## config.mk

```make
export PLATFORM = sky130hd
export DESIGN_NAME = serial_subtractor
export DESIGN_NICKNAME = d
export VERILOG_FILES = /design/src/rtl/serial_subtractor.sv
export SDC_FILE = /design/constraint.sdc
export NUM_CORES = 1
export LEC_CHECK = 0
export ABC_AREA = 1
export CAP_MARGIN = 20
export CORE_MARGIN = 4
export CORE_UTILIZATION = 56
export DETAILED_ROUTE_END_ITERATION = 8
export PLACE_DENSITY = 0.86
export SLEW_MARGIN = 20
export SYNTH_ARGS = -nofsm -noshare
export SYNTH_HDL_FRONTEND = slang
export SYNTH_SLANG_ARGS = --single-unit
```

## constraint.sdc

```tcl
create_clock -name clk -period 2.6 [get_ports clk]
set_clock_uncertainty 0.2 [all_clocks]
set_input_delay 0.39 -clock clk [delete_from_list [all_inputs] [get_ports clk]]
set_output_delay 0.39 -clock clk [all_outputs]
set_load 0.005 [all_outputs]
```

## src/rtl/serial_subtractor.sv

```systemverilog
// serial_subtractor: bit-serial WIDTH-bit subtractor, diff = a - b - bin.
// One full-subtractor cell is reused once per clock, LSB first, with the
// borrow carried between bits in a flip-flop. Results are published only
// on completion, so diff never exposes a partially built word.
module serial_subtractor #(
  parameter int WIDTH = 8
) (
  input  logic             clk,
  input  logic             rst_n,
  input  logic             start,
  input  logic [WIDTH-1:0] a,
  input  logic [WIDTH-1:0] b,
  input  logic             bin,
  output logic             busy,
  output logic             done,
  output logic [WIDTH-1:0] diff,
  output logic             borrow_out,
  output logic             zero
);

  localparam int CW = (WIDTH > 1) ? $clog2(WIDTH) : 1;
  localparam logic [CW-1:0] LAST_BIT = CW'(WIDTH - 1);

  typedef enum logic [1:0] {
    IDLE,
    SHIFT,
    DONE
  } state_t;

  state_t           state;
  logic [WIDTH-1:0] a_sr;
  logic [WIDTH-1:0] b_sr;
  // Holds the WIDTH-1 bits produced so far; the final bit joins on the
  // completing edge straight from the cell.
  logic [WIDTH-2:0] res_sr;
  logic             br;
  logic [CW-1:0]    count;

  logic             d;
  logic             br_next;
  logic [WIDTH-1:0] res_next;

  // Full-subtractor cell on the current LSBs plus the result word it completes.
  always_comb begin
    d        = a_sr[0] ^ b_sr[0] ^ br;
    br_next  = (~a_sr[0] & b_sr[0]) | (~(a_sr[0] ^ b_sr[0]) & br);
    res_next = {d, res_sr};
  end

  // Control FSM, operand/result shifting and registered outputs.
  // NOTE: every register here uses <= so all updates see pre-edge values;
  // a blocking assignment would let later lines read already-shifted data.
  always_ff @(posedge clk or negedge rst_n) begin
    if (!rst_n) begin
      state      <= IDLE;
      a_sr       <= '0;
      b_sr       <= '0;
      res_sr     <= '0;
      br         <= 1'b0;
      count      <= '0;
      busy       <= 1'b0;
      done       <= 1'b0;
      diff       <= '0;
      borrow_out <= 1'b0;
      zero       <= 1'b0;
    end else begin
      case (state)
        IDLE, DONE: begin
          // DONE lasts one cycle; both states accept a new request.
          done  <= 1'b0;
          busy  <= 1'b0;
          state <= IDLE;
          if (start) begin
            a_sr  <= a;
            b_sr  <= b;
            br    <= bin;
            count <= '0;
            busy  <= 1'b1;
            state <= SHIFT;
          end
        end
        SHIFT: begin
          // start is deliberately ignored here; operands stay untouched.
          a_sr   <= a_sr >> 1;
          b_sr   <= b_sr >> 1;
          br     <= br_next;
          res_sr <= res_next[WIDTH-1:1];
          count  <= count + CW'(1);
          if (count == LAST_BIT) begin
            diff       <= res_next;
            borrow_out <= br_next;
            zero       <= (res_next == '0);
            busy       <= 1'b0;
            done       <= 1'b1;
            state      <= DONE;
          end
        end
        default: begin
          state <= IDLE;
          busy  <= 1'b0;
          done  <= 1'b0;
        end
      endcase
    end
  end

endmodule
```

# Word-level counts from Yosys, hierarchy flattened
# Cells that the tools add are included.
# op_classes
add_sub_neg	1
eq_ne	5
mux	16
n_bitwise	7
reduce_logical	6
# op_table
op	count
$pmux W8 S2	2
$mux W8	2
$logic_not A8 Y1	1
$mux W1	6
$pmux W3 S2	1
$ne A2 B2 Y1 const B	2
$pmux W1 S2	2
$pmux W2 S2	1
$reduce_and A2 Y1	2
$add A3 B1 Y3 const B	1
$eq A3 B3 Y1 const B	1
$mux W3	1
$and A1 B1 Y1	2
$eq A2 B1 Y1 const B	1
$eq A2 B2 Y1 const B	1
$logic_not A2 Y1	1
$mux W2	1
$not A1 Y1	2
$reduce_bool A2 Y1	1
$reduce_or A2 Y1	1
$xor A1 B1 Y1	2
$or A1 B1 Y1	1
# word_totals
ff_bits	41
inputBits	20

# Logic depth before layout (Yosys ltp)
# logic_depth
word_depth	5
mapped_depth	7

# Worst setup path after synthesis
# OpenSTA, ideal clock, no wires.
# synth_timing
path_kind	reg2reg
start	register a_sr[0]
end	register zero
setup_ns	0.065
arrival_ns	1.192
required_time_ns	2.335
path_slack_ns	1.143
path_stages_with_launch	7
synth_period_minus_slack_ns	1.457
path_cell_list	dfrtp_1 fa_1 nor2_1 nand2_1 nor2_1 nand2_1 nand2_1
# synth_via
elab_chain_len	3
# synth_rtl
item	line_no	source
from (decl)	31	logic [WIDTH-1:0] a_sr;
from (signal assigned)	84	a_sr <= a_sr >> 1;
$xor A1 B1 Y1 (2 in a row)	45	d = a_sr[0] ^ b_sr[0] ^ br;
via d	39	logic d;
$logic_not A8 Y1	92	zero <= (res_next == '0);
to (signal assigned)	92	
to (decl)	18	output logic zero
# The timed path passes the listed nets, and every way through them passes these cells.
# A chain may end at the register's enable or synchronous reset.

# Worst setup path after layout
# layout_timing
start	register busy
end	output busy
# layout_rtl
item	line_no	source
from (decl)	14	output logic busy,
from (signal assigned)	61	busy <= 1'b0;
from (signal assigned)	71	busy <= 1'b0;
from (signal assigned)	78	busy <= 1'b1;
# No word-level cell between the ends.

==> out/metrics.cfg <==
[outcome]
status=finished, final reports clean

[die]
rows=20
start_util_pct=59.9
die_y_microns=65.8
core_area_sq_um=3130
pin_count=32
die-area_sq_um=4330
die_width_microns=65.8

[drt]
wl_microns=3360
vias=1422
viasPerCell=4.66
drc=0
drt_iter0_drc=150
firstDrtPassIters=4
post_drt_wl_per_cell_microns=11.0
drtAntennaViolNets=0

[layout]
regArea_sq_um=1000
mostFrequentLayoutCell=nand2_1
drive_gt1_share_pct=8.43
num_antenna_cells=0
layout_common_cells=nand2_1, inv_1, dfrtp_1
multi_input_area_sq_um=654
area_growth_syn_to_layout_pct=19.4
final_nets=286
fillers=247

[global_routing]
grt_pass1_vias=1326
grt_start_max_net_pins=41
overflow=0
grt_antenna_before_repair=0
grt_first_pass_wirelength_microns=5800
grt_use_total_pct=17.6

[sta]
finalSetupTns_ns=0
final-max-slew-violation-count=0
setup_violations=0
worstMarginPinSlew_ns=0.855
fin_crit_ns=1.81
max_freq_mhz=554
hold_ws_ns=0.290
worst_slack_ns=0.794
finalHoldViolCount=0
slew_headroom_pct=43.0
post-route-period-util_pct=69.4
grt_setup_unrepaired=false

[clocking]
clkLatencyLatePin_ns=0.35
cts_resized=0
clk_pin_slew_ns=0.11
clockBufferDepth=2
cts_buffers=5
holdBufCountCts=1
cts_root_buf=clkbuf_4
h-tree-depth=2
cts_sinks=40
post-cts-setup-buffers=0
cts_tree=built

[min_path]
hp-class=reg -> reg
holdPathStages=2

[critical_path]
path_depth=1
slowest_stage=clkdlybuf4s50_1
cp_cell_sequence=clkdlybuf4s50_1
critical_path.top_delay_family=buffers and inverters
cp_slowest_stage_delay_ns=0.50
crit_buf_inv=1
endpoint_kind=output pin
cp.arrival_ns=1.22
critPathLaunchType=register
crit_fanout=2
r2r_cells=6
critPathRequiredTime_ns=2.01
path_class=reg -> out

[logic_synthesis]
synth_nets=253
yosysSeqAreaShare_pct=53.4
synthCells=230
synth_area_per_cell_sq_um=8.14
ys_warn_count=0
ys_types=18
synth_seq_cells=40
syn_area_sq_um=1870

[place]
dpl_worst_slack_ns=0.861
globalplace.congestion=0.783
dp_hpwl_microns=2330
portBuffers=31

[power]
cellPowerDensity_nw_per_um2=1160
ir_drop_v=0.000789
p_leak_nw=1.22

[job]
maxCapViolCount=0

## power breakdown
part,internal (mW),switching (mW)
Combinational,0.510,0.722
Clock,0.0905,0.181
Sequential,0.920,0.165
Total,1.52,1.07
## path summary, 6_finish.rpt
path	endpoint	slack, ns	from
max in group asynchronous	res_sr[2]	1.18	rst_n
setup reg to reg	diff[0]	0.94	count[0]
hold / removal	diff[7]	0.29	diff[7]
hold reg to reg	diff[7]	0.29	diff[7]
min in group asynchronous	count[2]	0.48	rst_n
setup / recovery	busy	0.79	busy
## cell usage after synthesis
| library cell | count | area (sq um) |
|---|---|---|
| nand3_1 | 15 | 75.1 |
| inv_1 | 41 | 154 |
| dfrtp_1 | 40 | 1000 |
| nor2_1 | 7 | 26.3 |
| buf_4 | 2 | 15.0 |
| o21ai_2 | 8 | 70.1 |
| buf_6 | 2 | 22.5 |
| inv_4 | 2 | 12.5 |
| nand2_2 | 2 | 12.5 |
| ha_1 | 2 | 25.0 |
| o21ai_0 | 10 | 50.1 |
| nand2_4 | 2 | 22.5 |
| or2_2 | 1 | 6.26 |
| clkbuf_1 | 1 | 3.75 |
| nand2_1 | 91 | 342 |
| fa_1 | 1 | 20.0 |
| buf_2 | 2 | 10.0 |
| a21oi_1 | 1 | 5.00 |
## area by class of cell
class / instances / area share [%]
Tap cell: 44 / 2.46
Multi-Input combinational cell: 140 / 29.3
Sequential cell: 40 / 44.7
Inverter: 43 / 7.44
Timing Repair Buffer: 33 / 14.4
Clock buffer: 5 / 1.68
## state kept, by name (all words and copies together), names as in the netlist
register	flops
a_sr	8
b_sr	8
diff	8
res_sr	7
count	3
borrow_out	1
br	1
busy	1
done	1
state	1
zero	1
## kinds of logic (layout without fill, tap and decap cells)
kind of cell	count (synthesis)	in the layout	share of synthesized area [%]
simple gates	118	118	25.9
buf+inv	50	81	11.6
flops	40	40	53.4
compound gates	19	19	6.68
fa+ha+maj	3	3	2.40
## metal layers
metal | part of all wire, % | track usage (%) | wire length [microns]
met4 | 2.1 | 8.55 | 72
met2 | 46 | 27.0 | 1550
met5 | 0 | 0 | 0
met3 | 5.1 | 3.57 | 171
met1 | 47 | 23.7 | 1570
## through the flow
stage	utilization, %	instances	power (mW)	cell area (sq um)
floorplan	-	230	1.98	1870
global placement	70.0	299	2.29	2190
detailed placement	70.0	299	2.34	2190
CTS	71.5	305	2.61	2240
finish	71.5	305	2.59	2240
global route	71.5	305	2.85	2240
(Power assumes the default switching activity.)
==> variant: new RTL, same flow settings <==
Put one more register stage on the output `diff`. The value now appears one clock later. The other outputs are not delayed to match.
--- a/src/rtl/serial_subtractor.sv
+++ b/src/rtl/serial_subtractor.sv
@@ -26,6 +26,8 @@
     SHIFT,
     DONE
   } state_t;
+
+  logic [WIDTH-1:0] diff_s0;
 
   state_t           state;
   logic [WIDTH-1:0] a_sr;
@@ -60,7 +62,7 @@
       count      <= '0;
       busy       <= 1'b0;
       done       <= 1'b0;
-      diff       <= '0;
+      diff_s0    <= '0;
       borrow_out <= 1'b0;
       zero       <= 1'b0;
     end else begin
@@ -87,7 +89,7 @@
           res_sr <= res_next[WIDTH-1:1];
           count  <= count + CW'(1);
           if (count == LAST_BIT) begin
-            diff       <= res_next;
+            diff_s0    <= res_next;
             borrow_out <= br_next;
             zero       <= (res_next == '0);
             busy       <= 1'b0;
@@ -104,4 +106,8 @@
     end
   end
 
+  always_ff @(posedge clk) begin
+    diff <= diff_s0;
+  end
+
 endmodule
Function: changed (a bounded check fails within 10 cycles, from zero or initial values and one cycle with rst_n low).
==> variant against the original RTL <==
Design area grew 9.6%; clock power grew 70%; setup slack lost 0.040 ns; fmax shrank 2.2%; count of clock-buffer cells in the layout grew 1; worst hold slack lost 0.12 ns; sequential cell count grew 8; core utilization grew 0.27 points; sequential share of layout area grew 2.6 points; power grew 15%; area after synthesis grew 8.6%; wire length grew 2.4%; critical path type unchanged; critical endpoint is now borrow_out; largest cell class unchanged; largest power group is now sequential cells.
==> variant: results (changes against the original RTL) <==
Setup path
  – Delay of the slowest cell on the worst path: 0.51 ns
  – Slack of the worst reg-to-reg path: 0.94 ns (about the same)
  – Critical-path maximum fanout: 2 (unchanged)
  – Slowest cell on crit path: clkdlybuf4s50_1
  – Crit-path leading delay family: buffers and inverters
  – Arrival time reported for the critical path endpoint: 1.26 ns (+0.04 ns)

Synth
  – Distinct cells, synth: 19 (+1)
  – Fraction of registers with async set or reset after synthesis: 83.3% (-17 points)
  – Synth Warn #: 0 (unchanged)
  – Leading cell types by total area after synthesis: dfrtp_1, nand2_1, dfxtp_1, inv_1, nand3_1
  – Number of nets in the synthesized netlist: 261 (+3.2%)
  – Part of the Yosys area used for sequential elements: 57.1% (+3.7 points)

Detailed routing
  – Routed via count divided by cell count: 4.71 (+1.0%)
  – DRC marker count from the first detailed-route iteration: 95 (-37%)
  – Number of iterations in the first detailed-routing pass: 4 (unchanged)
  – WL per Instance: 10.8 um (-1.8%)
  – Uppermost routed layer: met4
  – Detailed-routing wirelength on met1: 1560 um (-0.38%)
  – Met2 WL post-DR: 1600 um (+3.0%)
  – Number of routed nets with antenna violations: 0 (unchanged)
  – DR WL met3: 215 um (+26%)

GRT
  – Number of antenna violations at the first check in global routing: 0 (unchanged)
  – Number of global-route vias before repair: 1,357 (+2.3%)
  – GR met2 Demand/Resource: 27.6% (+0.52 points)
  – First-pass GRT wire length: 5910 um (+1.9%)
  – Global-route usage over all layers: 17.7% (+0.12 points)
  – Fraction of met3 tracks used by global routing: 4.27% (+0.70 points)
  – GR Util met1: 22.5% (-1.2 points)

Clock tree
  – Insertion delay of the later-clocked pin in the worst-skew pair: 0.37 ns (+0.02 ns)
  – Count of cells resized by post-cts repair: 0 (unchanged)
  – Clock Path Buffers: 2 (unchanged)
  – Clock Pin Slew Worst Setup and Hold Paths: 0.14 ns (+0.03 ns)
  – Cell at the root of the clock tree: clkbuf_4

STA
  – Tightest Pin Transition: 0.852 ns (-0.00267 ns)

Place
  – Last weighted congestion value of the routability-driven placer: 0.767 (-2.0%)
  – Post-DP HPWL: 2420 um (+4.1%)
  – Post-DP Area: 2350 um^2 (+7.4%)
  – Port Buf Inserts: 31 (unchanged)

Cells and area
  – Share of layout cells above drive strength 1: 9.19% (+0.76 points)
  – Final net count: 294 (+2.8%)
  – Final-layout fill cell count: 266 (+7.7%)
  – Antenna fix cells: 0 (unchanged)

Worst hold path
  – Hold/Removal Path Class: reg2reg

Pwr
  – Peak supply drop: 0.000861 V (+9.1%)
  – Leak pwr: 1.31 nW (+7.6%)

Outcome
  – Run status: completed
## variant: changes by cell type after synthesis, sizes merged
cell   before  now
dfxtp       0    8
## variant: final timing paths
kind / startpoint / depth (start not counted) / endpoint
worst min register to register: diff_s0[6] / 0 / diff[6]
min in group asynchronous: rst_n / 2 / diff_s0[0]
worst max register to register: done / 7 / diff_s0[0]
worst max-delay path: borrow_out / 1 / borrow_out
max in group asynchronous: rst_n / 2 / a_sr[7]
worst min-delay path: diff_s0[6] / 0 / diff[6]
## variant: what timing repair did
item | in CTS | in global routing
hold endpoints to repair | 40 | 0
hold buffers | 1 | 0
buffers inserted | 0 | 0
## variant: logic make-up after synthesis
logic type,share of synthesized area (%)
DFF,57.1
and+or+nand+nor,23.8
adders and majority gates,2.22
buffers and inverters,10.7
AOI/OAI and AO/OA,6.15
## variant: area by class of cell
cell class / instances / area share [%]
inverters: 43 / 6.79
multi-input cells: 140 / 26.7
well taps: 46 / 2.35
repair buffers: 33 / 13.2
clock inverters: 2 / 1.58
flip-flops and latches: 48 / 47.3
clock buffers: 6 / 2.09
## variant: where the power goes
| part | total (mW) | switching [mW] | internal (mW) | leakage (nW) |
|---|---|---|---|---|
| registers | 1.28 | 0.179 | 1.10 | 0.564 |
| clock network | 0.463 | 0.232 | 0.230 | 0.0484 |
| logic | 1.25 | 0.733 | 0.515 | 0.694 |
## variant: per-stage QoR
| step | setup WS [ns] | std cells | util (%) | hold slack [ns] |
|---|---|---|---|---|
| after floorplan | 1.14 | 238 | - | -0.106 |
| after global placement | 0.851 | 309 | 68.9 | 0.150 |
| after detailed placement | 0.830 | 309 | 68.9 | 0.158 |
| after CTS | 0.727 | 318 | 71.8 | 0.171 |
| after global routing | 0.687 | 318 | 71.8 | 0.176 |
| final | 0.755 | 318 | 71.8 | 0.175 |
